File: src/rtl/instr_fetch_unit.sv
// Instruction-fetch stage: owns the PC, drives the code ROM address and captures the IR.
// Optional 1-entry prefetch buffer enabled by defining IFU_PREFETCH_EN.
module instr_fetch_unit #(
   parameter int PC_WIDTH = 9,
   parameter int INSTR_WIDTH = 16,
   parameter logic [PC_WIDTH-1:0] RESET_VECTOR = {PC_WIDTH{1'b0}}
) (
   input  logic                   clk,
   input  logic                   reset,
   input  logic                   in_fetch_req,
   input  logic                   in_pc_load,
   input  logic [PC_WIDTH-1:0]    in_pc_value,
   output logic [PC_WIDTH-1:0]    out_code_mem_addr,
   input  logic [INSTR_WIDTH-1:0] in_code_mem_data,
   output logic [INSTR_WIDTH-1:0] out_ir,
   output logic                   out_ir_valid,
   output logic [PC_WIDTH-1:0]    out_pc,
   output logic                   out_busy
);

   typedef enum logic [1:0] {
      ST_IDLE    = 2'd0,
      ST_WAIT    = 2'd1,
      ST_CAPTURE = 2'd2
   } state_t;

   localparam logic [PC_WIDTH-1:0] PC_ONE = {{(PC_WIDTH-1){1'b0}}, 1'b1};

   state_t                 state_r, state_nxt;
   logic [PC_WIDTH-1:0]    pc_r, pc_nxt;
   logic [INSTR_WIDTH-1:0] ir_r, ir_nxt;
   logic                   ir_valid_r, ir_valid_nxt;
   logic                   busy_r;

`ifdef IFU_PREFETCH_EN
   // bg_r: 0 = no background read, 1 = address on ROM, 2 = data returning
   logic [1:0]             bg_r, bg_nxt;
   logic [INSTR_WIDTH-1:0] pf_data_r, pf_data_nxt;
   logic                   pf_valid_r, pf_valid_nxt;
`endif

   // State, PC, IR and status registers
   always_ff @(posedge clk) begin
      if (reset) begin
         state_r    <= ST_IDLE;
         pc_r       <= RESET_VECTOR;
         ir_r       <= {INSTR_WIDTH{1'b0}};
         ir_valid_r <= 1'b0;
         busy_r     <= 1'b0;
`ifdef IFU_PREFETCH_EN
         bg_r       <= 2'd0;
         pf_data_r  <= {INSTR_WIDTH{1'b0}};
         pf_valid_r <= 1'b0;
`endif
      end else begin
         state_r    <= state_nxt;
         pc_r       <= pc_nxt;
         ir_r       <= ir_nxt;
         ir_valid_r <= ir_valid_nxt;
         busy_r     <= (state_nxt != ST_IDLE);
`ifdef IFU_PREFETCH_EN
         bg_r       <= bg_nxt;
         pf_data_r  <= pf_data_nxt;
         pf_valid_r <= pf_valid_nxt;
`endif
      end
   end

   // Next-state logic; a PC load always wins and aborts any fetch in flight
   always_comb begin
      state_nxt    = state_r;
      pc_nxt       = pc_r;
      ir_nxt       = ir_r;
      ir_valid_nxt = 1'b0;
`ifdef IFU_PREFETCH_EN
      bg_nxt       = 2'd0;
      pf_data_nxt  = pf_data_r;
      pf_valid_nxt = pf_valid_r;
      if (bg_r == 2'd1) begin
         bg_nxt = 2'd2;
      end else if (bg_r == 2'd2) begin
         pf_data_nxt  = in_code_mem_data;
         pf_valid_nxt = 1'b1;
      end else begin
         bg_nxt = 2'd0;
      end
`endif
      case (state_r)
         ST_IDLE: begin
            if (in_pc_load) begin
               pc_nxt = in_pc_value;
`ifdef IFU_PREFETCH_EN
               bg_nxt       = 2'd0;
               pf_valid_nxt = 1'b0;
            end else if (in_fetch_req && pf_valid_r) begin
               ir_nxt       = pf_data_r;
               ir_valid_nxt = 1'b1;
               pc_nxt       = pc_r + PC_ONE;
               pf_valid_nxt = 1'b0;
               bg_nxt       = 2'd1;
`endif
            end else if (in_fetch_req) begin
               state_nxt = ST_WAIT;
`ifdef IFU_PREFETCH_EN
               bg_nxt       = 2'd0;
               pf_valid_nxt = 1'b0;
`endif
            end else begin
               state_nxt = ST_IDLE;
            end
         end
         ST_WAIT: begin
            if (in_pc_load) begin
               pc_nxt    = in_pc_value;
               state_nxt = ST_IDLE;
            end else begin
               state_nxt = ST_CAPTURE;
            end
         end
         ST_CAPTURE: begin
            state_nxt = ST_IDLE;
            if (in_pc_load) begin
               pc_nxt = in_pc_value;
            end else begin
               ir_nxt       = in_code_mem_data;
               ir_valid_nxt = 1'b1;
               pc_nxt       = pc_r + PC_ONE;
`ifdef IFU_PREFETCH_EN
               bg_nxt = 2'd1;
`endif
            end
         end
         default: begin
            state_nxt = ST_IDLE;
         end
      endcase
   end

   assign out_code_mem_addr = pc_r;
   assign out_pc            = pc_r;
   assign out_ir            = ir_r;
   assign out_ir_valid      = ir_valid_r;
   assign out_busy          = busy_r;

endmodule

File: config.mk
export PLATFORM = sky130hd
export DESIGN_NAME = instr_fetch_unit
export DESIGN_NICKNAME = d
export VERILOG_FILES = /design/src/rtl/instr_fetch_unit.sv
export SDC_FILE = /design/constraint.sdc
export NUM_CORES = 1
export LEC_CHECK = 0
export BUFFER_PORTS_ARGS = -buffer_cell sky130_fd_sc_hd__buf_2
export CAP_MARGIN = 20
export CORE_MARGIN = 10
export CORE_UTILIZATION = 44
export CTS_CLUSTER_DIAMETER = 200
export CTS_CLUSTER_SIZE = 20
export DETAILED_ROUTE_END_ITERATION = 10
export PLACE_DENSITY_LB_ADDON = 0.12
export SETUP_SLACK_MARGIN = 0.15
export SLEW_MARGIN = 40
export SYNTH_ARGS = -nofsm -noshare
export SYNTH_HDL_FRONTEND = slang
export SYNTH_SLANG_ARGS = --single-unit
File: constraint.sdc
create_clock -name clk -period 1.55 [get_ports clk]
set_input_delay 0.155 -clock clk [delete_from_list [all_inputs] [get_ports clk]]
set_output_delay 0.155 -clock clk [all_outputs]
set_load 0.05 [all_outputs]
==> run_results.csv, run 1 <==
group,metric,value,unit
cells_and_area,nNetsFinal,234,
cells_and_area,postLayoutCoreUtil,0.581,
clocking,clk_path_buf_depth,2,
global_routing,overflow,0,
power,p_leak,0.741,nW
power,intPower,0.00103,W
global_routing,grt_max_degree,23,
routing,vias,1242,
timing,setup_ws,234,ps
setup_path,startpoint_type,"register",
placed_design,dp.cells,228,
synth,ys_seq_elements,29,
synth,yosys_warnings,0,
routing,ant_nets,0,
global_routing,grt_pass1_wl,5630,um
power,powerDensity,961,nW/um^2
floorplanning,die_h,74.1,um
setup_path,startpoint,"state_r[0]$_SDFF_PP0_",
clocking,cts-root-buf,"clkbuf_4",
power,irDropWorstVdd,0.000670,V
placed_design,dp_slack,140,ps
global_routing,grt_pass1_vias,1276,
power,power_switching,0.000521,W
routing,met3_wirelength,386,um
synth,syn-num-nets,180,
clocking,h-tree-depth,2,
routing,vias_per_cell,5.26,
setup_path,rr_endpoint,"out_code_mem_addr[0]$_SDFFE_PP0P_",
clocking,clock_sinks,29,
cells_and_area,fin_cells,236,
placed_design,io_buffers,64,
routing,drc,0,
timing,fmax,760,MHz
cells_and_area,fill_cells,265,
setup_path,end_kind,"register",
timing,hold_viol,0,
timing,setup_viol,0,
clocking,cts_hold_buf,0,
power,combPwrFrac,0.200,
timing,fin_skew,3.72,ps
synth,syn-instance-count,150,
placed_design,place_hpwl,2700,um
power,seqPwrFrac,0.517,
floorplanning,io_pins,65,
routing,finalWirelength,3580,um
timing,period_minus_slack,1320,ps
cells_and_area,drive_gt1_frac,0.444,
floorplanning,die-area,5490,um^2
clocking,clock_latency,330,ps
synth,synth_top_cell_by_area,"dfxtp_1",
cells_and_area,areaGrowthSynthToFinish,25.4,%
synth,syn-cell-area,1290,um^2
floorplanning,placeableCoreArea,2780,um^2
clocking,postCtsSetupBuffers,0,
floorplanning,rows,19,
timing,tns,0,ps
routing,drt-met1-wl,1450,um
timing,max_slew_margin,0.765,
cells_and_area,diodes,0,
power,total_power,0.00155,W
synth,synth_cell_types,32,
routing,met2_length,1690,um
synth,synth_area_leaders,"dfxtp_1 45%, nand2_1 11%, buf_4 7.6%",
setup_path,path_max_fanout,22,
flow_run,maxCapViolations,0,
run_status,status,"complete, no violations",
synth,synth_top_area_share,0.450,
timing,fin_crit_sh,0.849,
setup_path,reg2reg_from,"state_r[0]$_SDFF_PP0_",
placed_design,gp_congestion,0.752,
routing,top_layer_used,"met4",
global_routing,antenna_found_initial,0,
setup_path,cp.required,1780,ps
global_routing,grt_use_total,0.130,
setup_path,regToRegSetupSlack,230,ps
floorplanning,start_util,0.463,
setup_path,cp.arrival,1550,ps
timing,tightestPinTransition,352,ps
routing,wl_per_cell,15.2,um
setup_path,rr_worst_depth,4,
clocking,clk_pin_slew,90,ps
clocking,numCtsBuffers,5,
power,p_sw_frac,0.336,
routing,drt_iter0_drc,62,
setup_path,crit_type,"reg2reg",
power,clockPowerShare,0.282,
min_path,hold_class,"in2reg",
timing,rsz0062_at_grt,"yes",
synth,yosysSeqAreaShare,0.450,
synth,syn_area_per_cell,8.59,um^2
timing,drv_slew,0,
clocking,cts_tree,"done",
routing,first_pass_iters,4,
floorplanning,dieWidth,74.1,um
setup_path,cp-endpoint,"out_code_mem_addr[0]$_SDFFE_PP0P_",
==> what timing repair did <==
| item | in CTS | in global routing |
|---|---|---|
| pin swaps | 0 | 1 |
| gates resized for setup | 1 | 3 |
| endpoints found under the setup margin | 2 | 6 |
==> registers in the layout (all words and copies together), names as in the netlist <==
signal             flops
out_ir_valid           1
out_busy               1
out_code_mem_addr      9
out_ir                16
state_r                2
==> Yosys cell counts, drive strengths merged <==
cell type / n
nand2: 39
dfxtp: 29
a21oi: 18
buf: 16
nor2: 7
a211oi: 5
o22ai: 4
a2111oi: 3
and3: 3
xor2: 3
a311oi: 2
and4: 2
clkbuf: 2
inv: 2
nand4: 2
a31o: 1
a41o: 1
and2: 1
ha: 1
nand2b: 1
nand3: 1
nor2b: 1
nor3: 1
o211ai: 1
o21a: 1
o2bb2ai: 1
o32a: 1
or2: 1
==> power by group through the flow <==
| stage | clock (W) | sequential [W] | combinational [W] |
|---|---|---|---|
| 3_3_place_gp | 0 | 0.000818 | 0.000309 |
| 5_1_grt | 0.000491 | 0.000810 | 0.000332 |
| 3_5_place_dp | 0 | 0.000820 | 0.000311 |
| 2_1_floorplan | 0 | 0.000891 | 0.000173 |
| 6_report | 0.000439 | 0.000804 | 0.000311 |
| 4_1_cts | 0.000451 | 0.000803 | 0.000312 |
==> metrics by stage <==
| step | instance area [um^2] | hold slack (ps) |
|---|---|---|
| after global placement | 1560 | 396 |
| after floorplan | 1310 | 291 |
| final | 1620 | 43.8 |
| after CTS | 1610 | 39.5 |
| after detailed placement | 1560 | 404 |
| after global routing | 1620 | 39.4 |
==> metal layers <==
metal	global-route usage	vias up
met1	0.141	560
met3	0.0652	5
li1	-	622
met5	0	-
met2	0.211	55
met4	0.0559	0
==> how the worst min path moves through the flow <==
stage / startpoint / to / slack (ps) / cells past startpoint
2_1_floorplan: in_code_mem_data[0] / out_ir[0]$_SDFFE_PP0P_ / 290 / 2
3_3_place_gp: in_code_mem_data[5] / out_ir[5]$_SDFFE_PP0P_ / 400 / 3
3_5_place_dp: in_code_mem_data[0] / out_ir[0]$_SDFFE_PP0P_ / 400 / 3
4_1_cts: in_code_mem_data[0] / out_ir[0]$_SDFFE_PP0P_ / 40 / 3
5_1_grt: in_code_mem_data[9] / out_ir[9]$_SDFFE_PP0P_ / 40 / 3
6_report: in_code_mem_data[0] / out_ir[0]$_SDFFE_PP0P_ / 40 / 3
==> worst max-delay path, stage by stage (launching register included) <==
cell and delay, ps:
dfxtp_2 350, nor2_2 150, and2_4 330, a211oi_1 100, a311oi_1 270
==> placed cells by master (no fill, tap or decap), types with 2 or more instances in the layout <==
| cell | instances |
|---|---|
| a2111oi_2 | 3 |
| a211oi_1 | 3 |
| a211oi_2 | 2 |
| a21oi_1 | 18 |
| a311oi_1 | 2 |
| and3_1 | 3 |
| buf_2 | 64 |
| clkbuf_4 | 5 |
| clkinv_2 | 2 |
| dfxtp_1 | 22 |
| dfxtp_2 | 5 |
| dfxtp_4 | 2 |
| inv_1 | 2 |
| nand2_1 | 38 |
| nand4_1 | 2 |
| nor2_1 | 6 |
| o22ai_1 | 4 |
| xor2_1 | 3 |
==> cell type report <==
class | count | area (um^2) | share of cell area
well taps | 31 | 38.8 | 0.0240
clock inverters | 2 | 10.0 | 0.00619
clock buffers | 6 | 41.3 | 0.0255
inverters | 2 | 7.51 | 0.00464
flip-flops and latches | 29 | 594 | 0.368
multi-input cells | 101 | 597 | 0.369
repair buffers | 65 | 328 | 0.203
==> cell families (layout without fill, tap and decap cells) <==
kind of cell,Yosys count,in the layout,synth area share
AND/OR/NAND/NOR,59,59,0.205
AO/OA/AOI/OAI,38,38,0.216
flip-flops,29,29,0.450
buffers and inverters,20,75,0.0990
XOR/XNOR,3,3,0.0204
adder cells (fa/ha/maj),1,1,0.00971
No activity file was read; power rests on OpenSTA's default activity.
==> run 2, diff against run 1 <==
--- a/config.mk
+++ b/config.mk
@@ -8,7 +8,7 @@
 export BUFFER_PORTS_ARGS = -buffer_cell sky130_fd_sc_hd__buf_2
 export CAP_MARGIN = 20
 export CORE_MARGIN = 10
-export CORE_UTILIZATION = 44
+export CORE_UTILIZATION = 40
 export CTS_CLUSTER_DIAMETER = 200
 export CTS_CLUSTER_SIZE = 20
 export DETAILED_ROUTE_END_ITERATION = 10
==> constraint.sdc (replaced) <==
create_clock -name clk -period 1.2 [get_ports clk]
set_input_delay 0.12 -clock clk [delete_from_list [all_inputs] [get_ports clk]]
set_output_delay 0.12 -clock clk [all_outputs]
set_load 0.05 [all_outputs]
==> run_results.csv, run 2 (synthesis gave the netlist of run 1 again) <==
group,metric,value,unit
cells_and_area,nNetsFinal,263,
timing,fin_skew,7.15,ps
clocking,clk_path_buf_depth,2,
setup_path,path_max_fanout,3,
clocking,h-tree-depth,2,
global_routing,antenna_found_initial,0,
routing,first_pass_iters,4,
routing,vias,1382,
cells_and_area,areaGrowthSynthToFinish,82.5,%
routing,drt-met1-wl,1680,um
setup_path,slowest_stage,"dfxtp_4",
setup_path,startpoint_type,"register",
cells_and_area,drive_gt1_frac,0.675,
clocking,numCtsBuffers,5,
routing,met3_wirelength,403,um
cells_and_area,largest_reg_flops,16,
floorplanning,start_util,0.419,
cells_and_area,final_area,2350,um^2
timing,rsz0062_at_grt,"yes",
cells_and_area,fill_cells,230,
global_routing,grt_max_degree,14,
global_routing,grt_pass1_vias,1508,
global_routing,overflow,0,
power,total_power,0.00238,W
routing,met2_length,2390,um
routing,wl_per_cell,16.2,um
power,p_leak,1.08,nW
floorplanning,die_h,76.8,um
cells_and_area,diodes,0,
global_routing,grt_use_total,0.146,
timing,drv_slew,0,
routing,vias_per_cell,4.97,
routing,finalWirelength,4510,um
routing,ant_nets,0,
timing,tightestPinTransition,284,ps
setup_path,crit_type,"reg2reg",
placed_design,place_hpwl,3030,um
setup_path,crit_chain,"ha_4 -> and4_4 -> nand4_1 -> xor2_1 -> a211oi_2",
floorplanning,dieWidth,76.8,um
clocking,clk_pin_slew,100,ps
clocking,clock_sinks,29,
timing,hold_viol,0,
clocking,cts_tree,"done",
setup_path,cp.required,1460,ps
routing,drc,0,
power,powerDensity,1010,nW/um^2
cells_and_area,final_common_cell,"buf_2",
timing,period_minus_slack,1250,ps
run_status,violations,"setup timing",
timing,fmax,803,MHz
routing,top_layer_used,"met4",
flow_run,maxCapViolations,0,
setup_path,path_buf_inv,0,
cells_and_area,postLayoutCoreUtil,0.764,
floorplanning,rows,20,
setup_path,cp_top_family,"flip-flops",
floorplanning,io_pins,65,
routing,drt_iter0_drc,40,
clocking,cts-root-buf,"clkbuf_4",
timing,fin_crit_sh,1.04,
placed_design,io_buffers,64,
power,irDropWorstVdd,0.000815,V
floorplanning,die-area,5890,um^2
timing,max_slew_margin,0.809,
setup_path,cpPeakStageDelay,370,ps
clocking,clock_latency,330,ps
timing,setup_viol,4,
cells_and_area,regArea,617,um^2
setup_path,end_kind,"register",
setup_path,cp.arrival,1500,ps
min_path,hold_class,"in2reg",
placed_design,gp_congestion,0.833,
placed_design,dpl_cell_area,1770,um^2
floorplanning,placeableCoreArea,3080,um^2
cells_and_area,multi_input_area,785,um^2
timing,setup_ws,-45.2,ps
run_status,status,"complete, but fails checks",
cells_and_area,layout_common_cells,"32 x buf_2, 27 x buf_4, 21 x nand2_1",
global_routing,grt_pass1_wl,7110,um
-- run 2: cell types whose count changed in the layout (fill, tap and decap cells not counted), moves of 12 or more --
| cell | before | now |
|---|---|---|
| a21oi_2 | 0 | 15 |
| nand2_1 | 38 | 21 |
| a21oi_1 | 18 | 3 |
| buf_6 | 0 | 18 |
| buf_4 | 1 | 27 |
| nand2_4 | 0 | 12 |
| buf_2 | 64 | 32 |
-- run 2: worst paths after layout --
check	to	depth (start not counted)	slack [ps]	startpoint
max	out_code_mem_addr[8]$_SDFFE_PP0P_	5	-50	out_code_mem_addr[1]$_SDFFE_PP0P_
min	out_ir[1]$_SDFFE_PP0P_	3	20	in_code_mem_data[1]
max reg2reg	out_code_mem_addr[8]$_SDFFE_PP0P_	5	-50	out_code_mem_addr[1]$_SDFFE_PP0P_
min reg2reg	out_ir[15]$_SDFFE_PP0P_	2	470	out_ir[15]$_SDFFE_PP0P_
-- run 2: worst min-delay path, cell delays in order --
cell,delay (ps)
buf_2,110
nand2_4,50
a21oi_2,40
-- run 2: layout make-up --
type | instances | area share
well taps | 44 | 0.0234
flip-flops and latches | 29 | 0.262
multi-input cells | 101 | 0.334
repair buffers | 94 | 0.344
inverters | 2 | 0.00319
clock buffers | 8 | 0.0340
-- run 2: what timing repair did --
item / 4_1_cts / 5_1_grt
setup buffers: 6 / 3
gates resized for setup: 95 / 33
hold buffers: 0 / 1
setup endpoints to repair: 61 / 52
hold endpoints to repair: 0 / 1
pin swaps: 30 / 13
-- run 2: report_power, final --
group          switching [W]  total [W]  internal (W)
Combinational       0.000347   0.000589      0.000243
Clock               0.000349   0.000762      0.000414
Sequential         0.0000433    0.00103      0.000990
Total               0.000738    0.00238       0.00165
-- run 2: metal layers --
layer / GRT usage / vias up
li1: - / 678
met1: 0.148 / 649
met2: 0.256 / 52
met3: 0.0758 / 3
met4: 0.0409 / 0
met5: 0 / -
-- run 2: metrics by stage --
stage / setup WS [ps] / std cells / hold slack, ps / setup TNS [ps]
finish: -45.2 / 278 / 22.5 / -106
global route: -119 / 278 / 6.95 / -743
CTS: -27.6 / 274 / 3.86 / -86.0
detailed placement: -110 / 260 / 369 / -590
global placement: -61.8 / 260 / 360 / -264
floorplan: -169 / 150 / 256 / -444
